`src/rtl/btn_pkg.sv`:
```
// Shared definitions for the push-button debouncer.
// Holds the FSM state encoding, the clock-rate constants and a counter width helper.
package btn_pkg;

  // Bit 1 of the encoding equals the debounced level, so level = state[1].
  typedef enum logic [1:0] {
    S_LOW    = 2'b00,
    S_CHK_HI = 2'b01,
    S_HIGH   = 2'b11,
    S_CHK_LO = 2'b10
  } db_state_t;

  localparam int CLK_HZ        = 100000000;
  localparam int DB_CYCLES_SIM = 16;
  // 10 ms stability window at CLK_HZ.
  localparam int DB_CYCLES_HW  = CLK_HZ / 100;

  // Width of a counter that must hold the values 0..n-1 (at least one bit).
  function automatic int cnt_w(input int n);
    return (n <= 2) ? 1 : $clog2(n);
  endfunction

endpackage

```
`src/rtl/btn_debounce_db_cell.sv`:
```
// Single-bit debouncer: 2-FF synchroniser, 4-state stability FSM and counter.
// Produces a registered clean level plus one-cycle rise/fall pulses.
module db_cell
  import btn_pkg::*;
#(
  parameter int DB_CYCLES = DB_CYCLES_HW
) (
  input  logic clk_100mhz,
  input  logic rst,
  input  logic raw,
  output logic level,
  output logic rise,
  output logic fall
);

  localparam int CW = cnt_w(DB_CYCLES);
  localparam logic [CW-1:0] CNT_LAST = CW'(DB_CYCLES - 1);

  logic [1:0]    sync_reg;
  logic          raw_s;
  db_state_t     state_reg, state_next;
  logic [CW-1:0] cnt_reg, cnt_next;
  logic          level_reg, rise_reg, fall_reg;

  assign raw_s = sync_reg[1];

  // Two-stage synchroniser for the asynchronous button input.
  always_ff @(posedge clk_100mhz or posedge rst) begin
    if (rst) sync_reg <= 2'b00;
    else     sync_reg <= {sync_reg[0], raw};
  end

  // State and stability counter registers.
  always_ff @(posedge clk_100mhz or posedge rst) begin
    if (rst) begin
      state_reg <= S_LOW;
      cnt_reg   <= '0;
    end else begin
      state_reg <= state_next;
      cnt_reg   <= cnt_next;
    end
  end

  // Next-state logic; the counter stops at CNT_LAST because the state
  // always changes there, so it can never wrap.
  always_comb begin
    state_next = state_reg;
    cnt_next   = cnt_reg;
    case (state_reg)
      S_LOW: begin
        if (raw_s) begin
          state_next = S_CHK_HI;
          cnt_next   = '0;
        end
      end
      S_CHK_HI: begin
        if (!raw_s) begin
          state_next = S_LOW;
          cnt_next   = '0;
        end else if (cnt_reg == CNT_LAST) begin
          state_next = S_HIGH;
          cnt_next   = '0;
        end else begin
          cnt_next = cnt_reg + 1'b1;
        end
      end
      S_HIGH: begin
        if (!raw_s) begin
          state_next = S_CHK_LO;
          cnt_next   = '0;
        end
      end
      S_CHK_LO: begin
        if (raw_s) begin
          state_next = S_HIGH;
          cnt_next   = '0;
        end else if (cnt_reg == CNT_LAST) begin
          state_next = S_LOW;
          cnt_next   = '0;
        end else begin
          cnt_next = cnt_reg + 1'b1;
        end
      end
      default: begin
        state_next = S_LOW;
        cnt_next   = '0;
      end
    endcase
  end

  // Registered outputs that update on the same edge the FSM settles high/low.
  always_ff @(posedge clk_100mhz or posedge rst) begin
    if (rst) begin
      level_reg <= 1'b0;
      rise_reg  <= 1'b0;
      fall_reg  <= 1'b0;
    end else begin
      level_reg <= state_next[1];
      rise_reg  <= (state_reg == S_CHK_HI) && (state_next == S_HIGH);
      fall_reg  <= (state_reg == S_CHK_LO) && (state_next == S_LOW);
    end
  end

  assign level = level_reg;
  assign rise  = rise_reg;
  assign fall  = fall_reg;

endmodule

```
`src/rtl/btn_debounce.sv`:
```
// Debounces N_BTN raw push buttons and derives the manual single-step clock.
// Optional auto-repeat on the step button is enabled by defining BTN_AUTOREPEAT_EN.
module btn_debounce
  import btn_pkg::*;
#(
  parameter int N_BTN     = 4,
  parameter int DB_CYCLES = DB_CYCLES_HW,
  parameter int STEP_BTN  = 0
`ifdef BTN_AUTOREPEAT_EN
  ,
  parameter int RPT_DELAY  = 50000000,
  parameter int RPT_PERIOD = 10000000
`endif
) (
  input  logic             clk_100mhz,
  input  logic             rst,
  input  logic [N_BTN-1:0] btn_raw,
  output logic [N_BTN-1:0] btn_level,
  output logic [N_BTN-1:0] btn_rise,
  output logic [N_BTN-1:0] btn_fall,
  output logic             step_clk
);

  logic [N_BTN-1:0] cell_level, cell_rise, cell_fall;
  logic             step_clk_reg;

  genvar gi;
  generate
    for (gi = 0; gi < N_BTN; gi++) begin : g_cell
      db_cell #(.DB_CYCLES(DB_CYCLES)) u_cell (
        .clk_100mhz (clk_100mhz),
        .rst        (rst),
        .raw        (btn_raw[gi]),
        .level      (cell_level[gi]),
        .rise       (cell_rise[gi]),
        .fall       (cell_fall[gi])
      );
    end
  endgenerate

  assign btn_level = cell_level;
  assign btn_fall  = cell_fall;

`ifdef BTN_AUTOREPEAT_EN
  localparam int HW = cnt_w(RPT_DELAY);
  localparam int PW = cnt_w(RPT_PERIOD);
  localparam logic [HW-1:0] HOLD_LAST = HW'(RPT_DELAY - 1);
  localparam logic [PW-1:0] PER_LAST  = PW'(RPT_PERIOD - 1);
  localparam logic [PW-1:0] PER_HALF  = PW'(RPT_PERIOD / 2);

  logic [HW-1:0] hold_cnt_reg;
  logic [PW-1:0] per_cnt_reg;
  logic          rpt_on_reg;
  logic          rep_rise_reg;

  // Hold timer, then a free-running period counter; step_clk is low for the
  // first half of each period and high for the second, and every new high
  // phase raises an extra rise pulse. Release clears everything next cycle.
  always_ff @(posedge clk_100mhz or posedge rst) begin
    if (rst) begin
      hold_cnt_reg <= '0;
      per_cnt_reg  <= '0;
      rpt_on_reg   <= 1'b0;
      rep_rise_reg <= 1'b0;
      step_clk_reg <= 1'b0;
    end else if (!cell_level[STEP_BTN]) begin
      hold_cnt_reg <= '0;
      per_cnt_reg  <= '0;
      rpt_on_reg   <= 1'b0;
      rep_rise_reg <= 1'b0;
      step_clk_reg <= 1'b0;
    end else if (!rpt_on_reg) begin
      step_clk_reg <= 1'b1;
      rep_rise_reg <= 1'b0;
      if (hold_cnt_reg == HOLD_LAST) begin
        rpt_on_reg  <= 1'b1;
        per_cnt_reg <= '0;
      end else begin
        hold_cnt_reg <= hold_cnt_reg + 1'b1;
      end
    end else begin
      per_cnt_reg  <= (per_cnt_reg == PER_LAST) ? '0 : per_cnt_reg + 1'b1;
      step_clk_reg <= (per_cnt_reg >= PER_HALF);
      rep_rise_reg <= (per_cnt_reg == PER_HALF);
    end
  end

  assign btn_rise = cell_rise | (N_BTN'(rep_rise_reg) << STEP_BTN);
`else
  // Step clock is the clean step-button level delayed by one register.
  always_ff @(posedge clk_100mhz or posedge rst) begin
    if (rst) step_clk_reg <= 1'b0;
    else     step_clk_reg <= cell_level[STEP_BTN];
  end

  assign btn_rise = cell_rise;
`endif

  assign step_clk = step_clk_reg;

endmodule

```
`config.mk`:
```
export PLATFORM = sky130hd
export DESIGN_NAME = btn_debounce
export DESIGN_NICKNAME = d
export VERILOG_FILES = /design/src/rtl/btn_pkg.sv /design/src/rtl/btn_debounce_db_cell.sv /design/src/rtl/btn_debounce.sv
export SDC_FILE = /design/constraint.sdc
export NUM_CORES = 1
export LEC_CHECK = 0
export CAP_MARGIN = 25
export CORE_MARGIN = 2
export CORE_UTILIZATION = 43
export CTS_CLUSTER_DIAMETER = 120
export CTS_CLUSTER_SIZE = 28
export DETAILED_ROUTE_END_ITERATION = 10
export GPL_TIMING_DRIVEN = 0
export PLACE_DENSITY = 0.72
export SLEW_MARGIN = 20
export SYNTH_ARGS = -nofsm -noshare
export SYNTH_HDL_FRONTEND = slang
export SYNTH_SLANG_ARGS = --single-unit
```
`constraint.sdc`:
```
create_clock -name clk_100mhz -period 3.6 [get_ports clk_100mhz]
set_clock_uncertainty 0.05 [all_clocks]
set_input_delay 0.72 -clock clk_100mhz [delete_from_list [all_inputs] [get_ports clk_100mhz]]
set_output_delay 0.72 -clock clk_100mhz [all_outputs]
set_load 0.03 [all_outputs]
```
==> results.json, run 1 <==
{
  "path_delay_family": "simple AND/OR/NAND/NOR gates",
  "synthTopCellsByArea": "dfrtp_1, nor2_1, xnor2_1, ha_1, xor2_1",
  "synth_top_area_cell": "dfrtp_1",
  "clock_latency_ns": 0.35,
  "critical_path.max_stage_delay_ns": 0.69,
  "rows": 42,
  "synth.most_common_cell": "dfrtp_1",
  "critPathRequiredTime_ns": 3.78,
  "cts_resized": 0,
  "gp_congestion": 0.814,
  "synth_cell_types": 63,
  "port_buffers": 18,
  "hold_path_class": "flop to flop",
  "grt_pass1_wl_mm": 18.9,
  "place.detailed.hpwl_mm": 7.32,
  "rsz0062_at_grt": "no",
  "cts.clk_slew.worst_paths_ns": 0.07,
  "via_per_inst": 5.27,
  "combPwrFrac_pct": 33.1,
  "fin_area_um2": 6530,
  "clock-root-buffer": "clkbuf_16",
  "p_int_uw": 2340,
  "setup_tns_ns": 0,
  "hold_viol": 0,
  "largest_reg_flops": 80,
  "start_kind": "flop",
  "overflow": 0,
  "area_delta_synth_final_pct": 13.1,
  "p_per_area_nw_per_um2": 552,
  "drive_gt1_share_pct": 9.47,
  "cts_setup_buffers": 0,
  "routed_wl_mm": 10.6,
  "switching_share_pct": 34.9,
  "slew_viol_final": 0,
  "start_util_pct": 43.7,
  "postRouteAntennaNets": 0,
  "total_power_uw": 3600,
  "antenna_found_initial": 0,
  "cts_buffers": 9,
  "slew_headroom_pct": 43.2,
  "worstPathMaxFanout": 10,
  "fin_util_pct": 49.5,
  "p_leak_uw": 0.00274,
  "p_switching_uw": 1260,
  "drtIter0Drc": 301,
  "die_x_um": 120,
  "grt_use_total_pct": 15.9,
  "grt_max_degree": 72,
  "status": "complete, no violations",
  "synth_ff_type": "dfrtp_1",
  "ys_seq_area_share_pct": 45.6,
  "whs_ns": 0.302,
  "synth_edf_count": 0,
  "seqPwrFrac_pct": 37.7,
  "critPathSlowestCell": "or4b_2",
  "synth.net_count": 638,
  "synthTopCellsByCount": "dfrtp_1, nor2_1, nand2_1",
  "htree_levels": 3,
  "fill_cells": 1190,
  "syn_inst": 608,
  "syn_area_per_cell_um2": 9.48,
  "arrival_ns": 2.76,
  "end_kind": "flop",
  "worst-path-buf-inv": 1,
  "period_needed_ns": 2.57,
  "coreArea_um2": 13200,
  "yosysWarnings": 0,
  "max_freq_ghz": 0.389,
  "grt_pass1_vias": 4221,
  "cts_buffer_depth": 2,
  "dr.pass1.iters": 4,
  "p_clk_share_pct": 29.2,
  "die_h_um": 120,
  "path_cells": "or4b_2 -> nor3_1 -> a21oi_1 -> nor2_2 -> buf_2 -> nor2_1",
  "diodes": 0,
  "finalSetupViolations": 0,
  "die-area_um2": 14400,
  "hold_buffers": 0,
  "mappedNetlistArea_um2": 5770,
  "num_vias": 4321,
  "irDropWorstVdd_v": 0.000278,
  "multi_input_area_um2": 2880,
  "worst-setup-path-type": "flop to flop",
  "wl_per_cell_um": 12.9,
  "cap_violations": 0,
  "synth_seq_cells": 105,
  "nets": 669,
  "yosys.area.top_type_share_pct": 45.6,
  "place_area_um2": 6200,
  "synthArstFlopShare_pct": 100,
  "ios": 19,
  "worstMarginPinSlew_ns": 0.845,
  "drc": 0,
  "post-route-period-util_pct": 71.4,
  "regArea_um2": 2630,
  "tritoncts": "done",
  "cts.sinks": 105
}
## power groups by stage
stage	clock, µW	combinational, µW	sequential (µW)
3_3_place_gp	0	1140	1370
2_1_floorplan	0	909	1360
6_report	1050	1190	1360
3_5_place_dp	0	1190	1380
5_1_grt	1120	1340	1370
4_1_cts	1080	1200	1360
## cell type report
class,count,share of cell area [%]
multi-input combinational,451,44.2
sequential,105,40.3
clock buffer,9,3.45
tap,176,3.37
timing repair buffer,20,3.26
buffer,25,2.36
inverter,27,1.63
clock inverter,7,1.46
## cell families (layout without fill, tap and decap cells)
family          count (synthesis)  count (layout)  synth area share (%)
simple gates                  291             291                  25.8
flops                         105             105                  45.6
compound gates                 62              62                  7.23
xor+xnor                       62              62                  9.42
buf+inv                        52              88                  4.43
fa+ha+maj                      24              24                  5.21
mux                            12              12                  2.34
## final timing paths
path | depth (start not counted) | startpoint | slack, ns | to
worst max-delay path | 6 | g_cell[1].u_cell.cnt_reg[7] | 1.03 | g_cell[1].u_cell.cnt_reg[19]
worst min-delay path | 0 | g_cell[0].u_cell.sync_reg[0] | 0.30 | g_cell[0].u_cell.sync_reg[1]
worst max register to register | 6 | g_cell[1].u_cell.cnt_reg[7] | 1.03 | g_cell[1].u_cell.cnt_reg[19]
worst min register to register | 0 | g_cell[0].u_cell.sync_reg[0] | 0.30 | g_cell[0].u_cell.sync_reg[1]
max in group asynchronous | 3 | rst | 2.18 | g_cell[1].u_cell.cnt_reg[8]
min in group asynchronous | 2 | rst | 0.67 | g_cell[2].u_cell.fall
## layout by cell type (no fill, tap or decap), drive strengths merged, types with 3 or more instances in the layout
cell type and count:
nand4b 3, or4 7, xnor2 37, clkbuf 17, o31ai 4, buf 19, mux2 9, dfrtp 105
nand2b 3, nor4 10, nor2 94, a21oi 11, and4 10, nand3 29, nand2 57, mux2i 3
clkdlybuf4s50 18, clkinv 4, nor3 23, o21ai 21, ha 24, and3 11, a211oi 4, inv 27
and2 5, nor3b 5, xor2 25, a21o 4, nand4 15, or4b 6, a21boi 3, nor2b 3
## worst reg2reg max path, stage by stage (launching register included)
cell and delay (ns):
dfrtp_1 0.41, or4b_2 0.69, nor3_1 0.48, a21oi_1 0.16
nor2_2 0.31, buf_2 0.28, nor2_1 0.08
## metrics by stage
| stage | instances | worst slack, ns |
|---|---|---|
| 6_report | 820 | 1.03 |
| 3_3_place_gp | 802 | -1.45 |
| 2_1_floorplan | 608 | 0.0695 |
| 3_5_place_dp | 803 | 1.02 |
| 4_1_cts | 819 | 1.01 |
| 5_1_grt | 820 | 0.834 |
## per-layer routing
metal	part of all wire, %	GRT usage (%)
met2	49	26.2
met1	47	20.3
met4	0.98	4.34
met3	2.6	4.90
met5	0	0
Note: power is estimated with default switching activity, not from simulation.
==> run 2, diff against run 1 <==
- PLACE_DENSITY: 0.72 -> 0.69
- clock period: 3.6 -> 2.5 ns (I/O delays scaled with it)
==> run 2 against run 1 <==
Die area unchanged. Total power up 43%. Hold slack worse by 0.0011 ns.
==> results.json, run 2 (same netlist as run 1, synthesis figures left out) <==
{
  "status": "complete, no violations",
  "finalSetupViolations": 0,
  "max_freq_ghz": 0.415,
  "hold_viol": 0,
  "critPathRequiredTime_ns": 2.68,
  "cts_buffer_depth": 2,
  "top_usage_layer": "met2",
  "r2r_cells": 5,
  "via_per_inst": 5.32,
  "cts.clk_slew.worst_paths_ns": 0.08,
  "htree_levels": 3,
  "tritoncts": "done",
  "largest_reg_flops": 80,
  "multi_input_area_um2": 2980,
  "cap_violations": 0,
  "diodes": 0,
  "post-place-ws_ns": -0.0805,
  "worstMarginPinSlew_ns": 0.569,
  "grt_pass1_wl_mm": 19.1,
  "die-area_um2": 14400,
  "hold_end": "g_cell[3].u_cell.sync_reg[1]",
  "regArea_um2": 2630,
  "ios": 19,
  "layout_commonest_cell": "dfrtp_1",
  "num_vias": 4366,
  "r2r-end": "g_cell[3].u_cell.rise",
  "grt_util_met1_pct": 20.7,
  "fin_area_um2": 6630,
  "rsz0062_at_grt": "yes",
  "place.detailed.hpwl_mm": 7.60,
  "worst-setup-path-type": "flop to flop",
  "port_buffers": 18,
  "hp-start": "g_cell[3].u_cell.sync_reg[0]",
  "clock_latency_ns": 0.36,
  "drc": 0,
  "fin_ws_ns": 0.0881,
  "nets": 670,
  "hold_path_class": "flop to flop",
  "routed_wl_mm": 11.1,
  "place_area_um2": 6230,
  "start_kind": "flop",
  "arrival_ns": 2.60,
  "fill_cells": 1200,
  "final_cell_mix": "dfrtp_1, nor2_1, nand2_1, xnor2_1, nand3_1",
  "hold_buffers": 0,
  "p_leak_uw": 0.00278,
  "overflow": 0,
  "postRouteAntennaNets": 0,
  "irDropWorstVdd_v": 0.000374,
  "hold_depth": 0,
  "die_h_um": 120,
  "die_x_um": 120,
  "post-route-period-util_pct": 96.5,
  "antenna_found_initial": 0,
  "grt_use_total_pct": 16.1,
  "cts.sinks": 105,
  "coreArea_um2": 13200,
  "gp_congestion": 0.874,
  "drive_gt1_share_pct": 11.8,
  "p_per_area_nw_per_um2": 776,
  "use_met3_pct": 3.71,
  "end_kind": "flop",
  "clock-root-buffer": "clkbuf_16",
  "slew_viol_final": 0,
  "area_delta_synth_final_pct": 14.9,
  "dr.pass1.iters": 4,
  "drtIter0Drc": 320,
  "grt_max_degree": 35,
  "wl_per_cell_um": 13.5,
  "period_needed_ns": 2.41,
  "r2r_start": "g_cell[3].u_cell.cnt_reg[10]",
  "grt_pass1_vias": 4216,
  "start_util_pct": 43.7,
  "rows": 42,
  "grt_use_met2_pct": 27.0,
  "r2r_slack_ns": 0.09,
  "worstPathMaxFanout": 6,
  "cts_buffers": 9,
  "slew_headroom_pct": 61.8
}
==> run 2: changes by cell type in the layout (fill, tap and decap cells not counted), sizes merged <==
cell	delta
buf	+3
clkinv	-2
inv	+2
bufinv	-2
==> run 2: cell type report <==
type                            instances  share of cell area, %
Clock inverter                          5                  0.699
Timing Repair Buffer                   22                   3.74
Sequential cell                       105                   39.7
Clock buffer                           11                   3.66
Buffer                                 24                   2.28
Inverter                               27                   1.59
Tap cell                              176                   3.32
Multi-Input combinational cell        451                   45.0
==> run 2: worst max-delay path by stage <==
stage                            startpoint                           end  slack (ns)  cells after the start
2_1_floorplan        g_cell[3].u_cell.level  g_cell[3].u_cell.cnt_reg[19]        0.20                      8
3_3_place_gp                            rst  g_cell[0].u_cell.sync_reg[0]       -0.35                      2
3_5_place_dp    g_cell[0].u_cell.cnt_reg[7]   g_cell[0].u_cell.cnt_reg[5]       -0.08                      6
4_1_cts        g_cell[3].u_cell.cnt_reg[10]         g_cell[3].u_cell.rise        0.02                      4
5_1_grt        g_cell[3].u_cell.cnt_reg[10]         g_cell[3].u_cell.rise      -0.008                      5
6_report       g_cell[3].u_cell.cnt_reg[10]         g_cell[3].u_cell.rise        0.09                      5
==> run 2: critical path, cell delays in order, from the launching register on <==
cell	delay, ns
dfrtp_1	0.44
or4b_1	0.52
or4_4	0.60
nor4_1	0.34
nor3b_2	0.11
and4_1	0.22
==> run 2: stage by stage <==
stage | hold slack [ns] | std cells | util (%) | total power (µW) | setup TNS (ns)
detailed placement | 0.286 | 805 | 47.2 | 3700 | -0.826
global placement | 0.284 | 802 | 46.8 | 3630 | -36.50
finish | 0.300 | 821 | 50.2 | 5140 | 0
CTS | 0.302 | 821 | 49.6 | 5120 | 0
floorplan | 0.281 | 608 | - | 3260 | 0
global route | 0.321 | 821 | 50.2 | 5480 | -0.00757
==> run 2: per-layer routing <==
metal  up-vias  share of wire, %  routed length (µm)
met5         -                 0                   0
met4         0               1.2                 133
met3        13               3.5                 388
met2        67                49                5480
met1      2140                46                5090
li1       2146                 -                   -
==> run 2: timing repair <==
| action | 4_1_cts | 5_1_grt |
|---|---|---|
| resized for setup | 5 | 16 |
| setup endpoints to repair | 22 | 53 |
| buffers inserted | 0 | 1 |
==> run 2: power by group <==
group | switching (µW) | internal, µW | leakage [µW] | total (µW)
Clock | 669 | 722 | 0.000143 | 1390
Combinational | 1090 | 706 | 0.00121 | 1800
Sequential | 125 | 1830 | 0.00143 | 1960
